[src/rtl/div_pkg.sv]
// rtl/div_pkg.sv - shared types and sizes for the restoring divider
//   DIV_W       : operand width of the divider
//   CNT_W       : width of the iteration counter (0..DIV_W-1)
//   div_state_t : controller states
package div_pkg;

  localparam int DIV_W = 4;
  localparam int CNT_W = $clog2(DIV_W);

  typedef enum logic [1:0] {
    IDLE = 2'd0,
    RUN  = 2'd1,
    DONE = 2'd2
  } div_state_t;

endpackage

[src/rtl/sub_borrow.sv]
// rtl/sub_borrow.sv - (W+1)-bit ripple-borrow subtractor, diff = a - b
//   a, b : W+1-bit unsigned operands
//   diff : W+1-bit difference (modulo 2^(W+1))
//   bout : borrow out of the MSB cell; 1 means a < b
module sub_borrow #(
  parameter int W = 4
) (
  input  logic [W:0] a,
  input  logic [W:0] b,
  output logic [W:0] diff,
  output logic       bout
);

  // br[i] is the borrow into bit i; the chain starts with no borrow.
  logic [W+1:0] br;

  assign br[0] = 1'b0;

  for (genvar i = 0; i <= W; i++) begin : g_cell
    // One-bit full subtractor: d = a ^ b ^ bin, borrow when a < b + bin.
    assign diff[i]  = a[i] ^ b[i] ^ br[i];
    assign br[i+1]  = (~a[i] & b[i]) | (~(a[i] ^ b[i]) & br[i]);
  end

  assign bout = br[W+1];

endmodule

[src/rtl/div4_restoring.sv]
// rtl/div4_restoring.sv - sequential restoring divider, one quotient bit per cycle
//   clk, rst    : clock and synchronous active-high reset
//   start       : request; honoured only in IDLE or DONE
//   dividend    : unsigned numerator, captured on an accepted start
//   divisor     : unsigned denominator, captured on an accepted start
//   busy        : high while iterating
//   done        : one-cycle pulse when results are published
//   quotient    : unsigned quotient, held until the next completion
//   remainder   : unsigned remainder, held until the next completion
//   div_by_zero : divisor was zero for the published result
module div4_restoring
  import div_pkg::*;
#(
  parameter int W = DIV_W
) (
  input  logic         clk,
  input  logic         rst,
  input  logic         start,
  input  logic [W-1:0] dividend,
  input  logic [W-1:0] divisor,
  output logic         busy,
  output logic         done,
  output logic [W-1:0] quotient,
  output logic [W-1:0] remainder,
  output logic         div_by_zero
);

  localparam int CW = (W == DIV_W) ? CNT_W : $clog2(W);
  localparam logic [CW-1:0] CNT_LAST = CW'(W - 1);

  div_state_t state;
  div_state_t state_nxt;

  logic [CW-1:0] cnt;
  logic [W:0]    r;
  logic [W-1:0]  q;
  logic [W-1:0]  dv;
  logic          dbz_w;

  logic          accept;
  logic          last_iter;
  logic [W:0]    shifted;
  logic [W:0]    trial;
  logic          bout;
  logic [W:0]    r_nxt;
  logic [W-1:0]  q_nxt;

  assign accept    = start && ((state == IDLE) || (state == DONE));
  assign last_iter = (state == RUN) && (cnt == CNT_LAST);

  // ---------------- controller ----------------
  always_ff @(posedge clk) begin
    if (rst) begin
      state <= IDLE;
    end else begin
      state <= state_nxt;
    end
  end

  always_comb begin
    state_nxt = state;
    case (state)
      IDLE: if (start) state_nxt = RUN;
      RUN:  if (cnt == CNT_LAST) state_nxt = DONE;
      DONE: state_nxt = start ? RUN : IDLE;
      default: state_nxt = IDLE;
    endcase
  end

  always_ff @(posedge clk) begin
    if (rst) begin
      cnt <= '0;
    end else if (accept) begin
      cnt <= '0;
    end else if (state == RUN && cnt != CNT_LAST) begin
      cnt <= cnt + 1'b1;
    end
  end

  // ---------------- datapath ----------------
  // R stays below the divisor between iterations, so its top bit is always
  // zero and dropping it while shifting in the next dividend bit is lossless.
  assign shifted = (W + 1)'({r, q[W-1]});

  sub_borrow #(.W(W)) u_sub (
    .a    (shifted),
    .b    ({1'b0, dv}),
    .diff (trial),
    .bout (bout)
  );

  // Restore on borrow: keep the shifted value and record a 0 quotient bit.
  assign r_nxt = bout ? shifted : trial;
  assign q_nxt = {q[W-2:0], ~bout};

  always_ff @(posedge clk) begin
    if (rst) begin
      r     <= '0;
      q     <= '0;
      dv    <= '0;
      dbz_w <= 1'b0;
    end else if (accept) begin
      r     <= '0;
      q     <= dividend;
      dv    <= divisor;
      dbz_w <= (divisor == '0);
    end else if (state == RUN) begin
      r <= r_nxt;
      q <= q_nxt;
    end
  end

  // ---------------- published results ----------------
  // Loaded from the final iteration's next values on the RUN->DONE edge.
  always_ff @(posedge clk) begin
    if (rst) begin
      quotient    <= '0;
      remainder   <= '0;
      div_by_zero <= 1'b0;
    end else if (last_iter) begin
      quotient    <= q_nxt;
      remainder   <= r_nxt[W-1:0];
      div_by_zero <= dbz_w;
    end
  end

  assign busy = (state == RUN);
  assign done = (state == DONE);

endmodule
[config.mk]
export PLATFORM = sky130hd
export DESIGN_NAME = div4_restoring
export DESIGN_NICKNAME = d
export VERILOG_FILES = /design/src/rtl/div_pkg.sv /design/src/rtl/sub_borrow.sv /design/src/rtl/div4_restoring.sv
export SDC_FILE = /design/constraint.sdc
export NUM_CORES = 1
export LEC_CHECK = 0
export CELL_PAD_IN_SITES_DETAIL_PLACEMENT = 1
export CELL_PAD_IN_SITES_GLOBAL_PLACEMENT = 1
export CORE_AREA = 2 2 58 60
export CTS_BUF_LIST = sky130_fd_sc_hd__clkbuf_16
export CTS_CLUSTER_SIZE = 20
export DETAILED_ROUTE_END_ITERATION = 12
export DIE_AREA = 0 0 60 62
export PLACE_DENSITY_LB_ADDON = 0.08
export SLEW_MARGIN = 5
export SYNTH_ARGS = -nofsm -noshare
export SYNTH_HDL_FRONTEND = slang
export SYNTH_SLANG_ARGS = --single-unit
export TNS_END_PERCENT = 5
[constraint.sdc]
create_clock -name clk -period 2.7 [get_ports clk]
set_input_delay 0.54 -clock clk [delete_from_list [all_inputs] [get_ports clk]]
set_output_delay 0.54 -clock clk [all_outputs]
set_load 0.01 [all_outputs]
# Yosys cells after proc, flatten, opt, wreduce, memory -nomap -nowiden
# Cells that the tools add are included.
classes:
  n_eq_ne: 6
  n_mux: 7
  n_reduce_logical: 9
  n_addsub: 1
  n_bitwise: 27
ops:
  columns: ["operator", "n"]
  rows:
  - ["4-bit two-way mux", 3]
  - ["1-bit NOT", 9]
  - ["1-bit AND", 8]
  - ["1-bit bitwise XOR", 7]
  - ["2-bit case mux with 3 select lines", 1]
  - ["2-bit == test, second input constant", 2]
  - ["4-bit logical NOT", 1]
  - ["2-bit two-way mux", 2]
  - ["2-bit != test, second input constant", 2]
  - ["1-bit logical AND", 3]
  - ["1-bit OR", 3]
  - ["2-bit by 1-bit adder with 2-bit output, second input constant", 1]
  - ["2-bit by 1-bit == test with 1-bit output, second input constant", 1]
  - ["2-bit logical NOT", 1]
  - ["2-bit by 1-bit != test with 1-bit output, second input constant", 1]
  - ["2-bit AND reduction", 1]
  - ["2-bit nonzero test", 1]
  - ["2-bit OR reduction", 1]
  - ["1-bit logical OR", 1]
  - ["1-bit two-way mux", 1]
word_totals:
  reg_bits: 26
  out_inout_bits: 11
  wordCells: 59
  input_bits: 11

# Depth between registers and ports, before layout
logic_depth:
  ltp_word: 12
  depth_mapped: 9
  mapped_depth_nobuf: 8

# By module
# A second synthesis with hierarchy kept.
unflattened:
  hier_cells: 127
  hier_area_um2: 1196.1
modules_own_cells:
  columns: ["module", "cells_each", "seq_area_each_um2", "area_per_inst_um2", "instances"]
  rows:
  - ["div4_restoring", 110, 520.5, 1058.5, 1]
  - ["sub_borrow", 17, 0.0, 137.6, 1]

# Worst setup path after synthesis
# Ideal clock, no wire load.
synth_timing:
  kind: "reg-to-reg"
  start: "register q[3]"
  end: "register r[0]"
  stages_incl_launch_ff: 10
  period_less_slack_ps: 2398
  setup_ps: 75
  required_ps: 2625
  t_arrival_ps: 2323
  slack_ps: 302
  n_path_buf: 1
  path_cell_list: "dfxtp_1 > inv_1 > ha_1 > fa_1 > fa_1 > fa_1 > nand2b_1 > buf_6 > mux2_2 > o22ai_1"
synth_between:
  elab_chain_cells: 10
  elab_cells_between_ends: 11
  classes_between: "mux (1); bitwise (10)"
synth_lines:
  columns: ["item", "line_no", "source"]
  rows:
  - ["start: declaration", "div4_restoring.sv:36", "logic [W-1:0] q;"]
  - ["start signal: assignment", "div4_restoring.sv:104", "q <= dividend;"]
  - ["start signal: assignment", "div4_restoring.sv:109", "q <= q_nxt;"]
  - ["1-bit NOT", "sub_borrow.sv:22", "assign br[i+1] = (~a[i] & b[i]) | (~(a[i] ^ b[i]) & br[i]);"]
  - ["1-bit AND (2 in series)", "sub_borrow.sv:22", null]
  - ["1-bit OR", "sub_borrow.sv:22", null]
  - ["1-bit AND", "sub_borrow.sv:22", null]
  - ["1-bit OR", "sub_borrow.sv:22", null]
  - ["1-bit AND", "sub_borrow.sv:22", null]
  - ["1-bit OR", "sub_borrow.sv:22", null]
  - ["1-bit AND", "sub_borrow.sv:22", null]
  - ["4-bit two-way mux *", "div4_restoring.sv:93", "assign r_nxt = bout ? shifted : trial;"]
  - ["end signal: assignment", "div4_restoring.sv:108", "r <= r_nxt;"]
  - ["end: declaration", "div4_restoring.sv:35", "logic [W:0] r;"]
# Mark *: on every way between the ends. The rest lies on a longest branch, timed or not.
# A chain may end at the register's enable or synchronous reset.

# Final worst setup path
# Same ends and word-level chain as after synthesis.

==> reports/qor_table.md <==
| Quantity | This run |
|---|---|
| Worst min-delay path class | reg -> reg |
| Clk Latency, worst-skew pair | 260 ps |
| Worst-case register-to-register setup slack | 190 ps |
| Routability-driven placement congestion ratio | 0.6858 |
| Number of max-slew violations in the final report | 0 |
| Top Metal Used | met4 |
| Maximum fanout count along the critical path | 4 |
| Final standard cell area without fillers | 0.001473 mm^2 |
| Number of global-route vias before repair | 916 |
| Reg2Reg Depth | 8 |
| Cts bufs inserted | 3 |
| Number of rows created at floorplan | 21 |
| Amount of wire on met3 after detailed routing | 65 um |
| Internal cell power | 658.7 uW |
| RSZ-0062 raised after global routing | false |
| Critical Path AT | 2690 ps |
| Category of the worst setup path capture point | flip-flop |
| Fin util | 0.4632 |
| Initial antenna violation count | 0 |
| Maximum buffer depth of the clock tree | 2 |
| Final non-filler cell total | 188 |
| Pin count of the biggest net entering global routing | 17 |
| Area delta synth->final | 29.34% |
| Top-level port count | 22 |
| Syn Nets | 136 |
| Worst reg2reg startpoint | q[3] |
| Switching portion of total power | 0.2390 |
| Count of state elements after synthesis | 26 |
| DRC marker count from the first detailed-route iteration | 43 |
| Measured slew at the worst slew-check pin | 462.1 ps |
| Worst hold path stage count | 2 |
| Hold Fails Final Rpt | 0 |
| Clock Skews | 2.532 ps |
| Average via count per standard cell | 4.872 |
| Hold path endpoint | remainder[3] |
| Total met2 wirelength after detailed routing | 1275 um |
| Root buffer cell | sky130_fd_sc_hd__clkbuf_16 |
| Worst rel slew slack | 0.6913 |
| Type of the setup path with the least slack | reg -> reg |
| Worst ir drop on vdd | 222.9 uV |
| Leakage | 0.0005755 uW |
| Overflow left after global routing | 0 |
| Post-Place Cell Area | 0.001390 mm^2 |
| Part of the total power dissipated in the clock network | 0.379 |
| Number of antenna cells inserted | 0 |
| Top cell type by total area after synthesis | sky130_fd_sc_hd__dfxtp_1 |
| Starting density of the core | 0.3581 |
| Number of iterations in the first detailed-routing pass | 4 |
| First-pass GRT wire length | 4319 um |
| Layout cells sized above 1 | 0.09155 |
| CTS H-tree depth | 1 |
| Detailed Route WL | 2610 um |
| Sequential area share after synthesis | 0.4571 |
| Startpoint Class | flip-flop |
| DRC violation count after routing | 0 |
| Height of the die | 62 um |
| Maximum clock rate | 399.1 MHz |
| Status | finished, final reports clean |
| Fraction of synthesized cell area taken by the top area cell type | 0.4571 |
| Post-synthesis instance area | 0.001139 mm^2 |
| TritonCTS clock tree | yes |
| Total number of vias | 916 |
| Width of the die | 60 um |
| Required time of the critical path | 2880 ps |
| Combinational share of power | 0.147 |
| HPWL after detailed placement | 1975 um |
| Port buffer count | 21 |
| Reg power frac | 0.474 |
| Setup WS pre-CTS | 137.0 ps |
| Cell count after synthesis | 120 |
| Shortest period the worst path allows | 2505 ps |
| Switching Power | 206.9 uW |
| Max capacitance violation total | 0 |
| Terminus of the critical flop-to-flop path | r[0] |
| Final count of negative-setup-slack endpoints | 0 |
| Synth area leaders | sky130_fd_sc_hd__dfxtp_1 (46%), sky130_fd_sc_hd__fa_1 (5.3%), sky130_fd_sc_hd__nand2_1 (4.9%) |
| Final clock period utilization by the worst path | 0.9279 |
| Placeable Area | 0.003179 mm^2 |
| Ys Warns | 0 |
| Layout Nets | 160 |
| Routed wire length per instance | 13.88 um |
| Placed Cells incl. Taps | 185 |
| Hold_sp | remainder[3] |
| Crit path setup slack, layout | 194.6 ps |
| Total routed wire length on the met1 layer | 1237 um |
| GR Util All Layers | 0.1570 |
| Count of clock tree sinks | 26 |
| Sum Neg Setup Slack | 0 ps |
| Area of the die | 0.003720 mm^2 |
| Mapped Avg Cell Area | 9.488 um^2 |
| Cell variety after synth | 32 |
| Count of nets left with antenna violations after detail routing | 0 |
| Post-CTS setup-driven buffer insertion count | 0 |
| Clock transition at the registers of the reported paths | 60 ps |
| PwrDens | 587.8 mW/mm^2 |
## power by group through the flow
stage | clock network, uW | logic, uW | registers, uW
2_1_floorplan | 0 | 87.8 | 416
6_report | 328 | 127 | 410
5_1_grt | 350 | 144 | 412
4_1_cts | 335 | 125 | 411
3_3_place_gp | 0 | 121 | 419
3_5_place_dp | 0 | 124 | 419
## state kept, by name (all words and copies together), names as in the netlist
register     count
dv               4
q                4
quotient         4
r                4
remainder        4
cnt              2
state            2
dbz_w            1
div_by_zero      1
## placed cells by master (no fill, tap or decap), drive strengths merged
| master | instances |
|---|---|
| dfxtp | 26 |
| clkdlybuf4s50 | 21 |
| nand2 | 15 |
| nor2 | 9 |
| a21oi | 8 |
| inv | 6 |
| o22ai | 6 |
| mux2i | 5 |
| buf | 5 |
| nand3b | 4 |
| o21ai | 4 |
| nor3 | 4 |
| fa | 3 |
| clkbuf | 3 |
| nand2b | 3 |
| mux2 | 3 |
| nor3b | 2 |
| nor4 | 2 |
| ha | 2 |
| and2b | 1 |
| nor2b | 1 |
| or2b | 1 |
| or2 | 1 |
| o211a | 1 |
| a311oi | 1 |
| a211o | 1 |
| xnor2 | 1 |
| or3 | 1 |
| a22oi | 1 |
| nand3 | 1 |
## cells in the mapped netlist
cell                       count
sky130_fd_sc_hd__o22ai_1       6
sky130_fd_sc_hd__nor2b_1       1
sky130_fd_sc_hd__fa_1          3
sky130_fd_sc_hd__dfxtp_1      26
sky130_fd_sc_hd__nor4_1        2
sky130_fd_sc_hd__or3_4         1
sky130_fd_sc_hd__o21ai_0       4
sky130_fd_sc_hd__clkbuf_1      2
sky130_fd_sc_hd__buf_2         2
sky130_fd_sc_hd__a211o_1       1
sky130_fd_sc_hd__or2_2         1
sky130_fd_sc_hd__mux2i_1       5
sky130_fd_sc_hd__or2b_1        1
sky130_fd_sc_hd__nand3_1       1
sky130_fd_sc_hd__nor3_1        4
sky130_fd_sc_hd__nand3b_1      4
sky130_fd_sc_hd__a21oi_1       8
sky130_fd_sc_hd__mux2_1        2
sky130_fd_sc_hd__nor3b_1       2
sky130_fd_sc_hd__inv_1         6
sky130_fd_sc_hd__buf_6         2
sky130_fd_sc_hd__nand2b_1      3
sky130_fd_sc_hd__nor2_1        9
sky130_fd_sc_hd__mux2_2        1
sky130_fd_sc_hd__o211a_1       1
sky130_fd_sc_hd__nand2_1      15
sky130_fd_sc_hd__ha_1          2
sky130_fd_sc_hd__a22oi_1       1
sky130_fd_sc_hd__xnor2_1       1
sky130_fd_sc_hd__a311oi_1      1
sky130_fd_sc_hd__clkbuf_8      1
sky130_fd_sc_hd__and2b_2       1
## per-stage QoR
step                hold slack, ps  power (uW)
floorplan                    431.2       503.5
global placement             442.3       539.7
detailed placement           449.1       543.8
CTS                          458.1       870.6
global route                 488.3       905.5
finish                       453.3       865.6
## per-layer routing
layer	track usage	vias up
met3	0.02899	4
met2	0.2500	14
met5	0	-
met1	0.2107	442
li1	-	456
met4	0.06349	0
## critical path, cell delays in order (launching register included)
cell and delay (ps):
sky130_fd_sc_hd__dfxtp_1 310, sky130_fd_sc_hd__inv_1 60, sky130_fd_sc_hd__ha_1 200, sky130_fd_sc_hd__fa_1 400, sky130_fd_sc_hd__fa_1 410, sky130_fd_sc_hd__fa_1 430, sky130_fd_sc_hd__nand2b_4 110, sky130_fd_sc_hd__mux2_2 340
sky130_fd_sc_hd__o22ai_1 170
## layout make-up
type                    count  area, um^2
flip-flops and latches     26       520.5
well taps                  46       57.56
clock buffers               3       75.07
repair buffers             26       247.7
multi-input cells          81       549.3
fillers                   376        1707
inverters                   6       22.52
## cells by family after synthesis
group / synth area share
compound gates: 0.1165
buf+inv: 0.06703
xor+xnor: 0.007694
simple gates: 0.2033
flops: 0.4571
fa+ha+maj: 0.07472
mux: 0.07363
## worst max-delay path by stage
stage / start / end / slack (ps) / cells past startpoint
2_1_floorplan: q[3] / r[0] / 300 / 9
3_3_place_gp: q[3] / r[0] / 260 / 8
3_5_place_dp: q[3] / remainder[0] / 140 / 8
4_1_cts: q[3] / r[0] / 120 / 8
5_1_grt: q[3] / r[0] / 50 / 8
6_report: q[3] / r[0] / 190 / 8
## repair_timing
| item | in CTS | in global routing |
|---|---|---|
| setup endpoints to repair | 0 | 1 |
| resized for setup | 0 | 1 |
| hold buffers | 0 | 0 |
(Power assumes the default switching activity.)
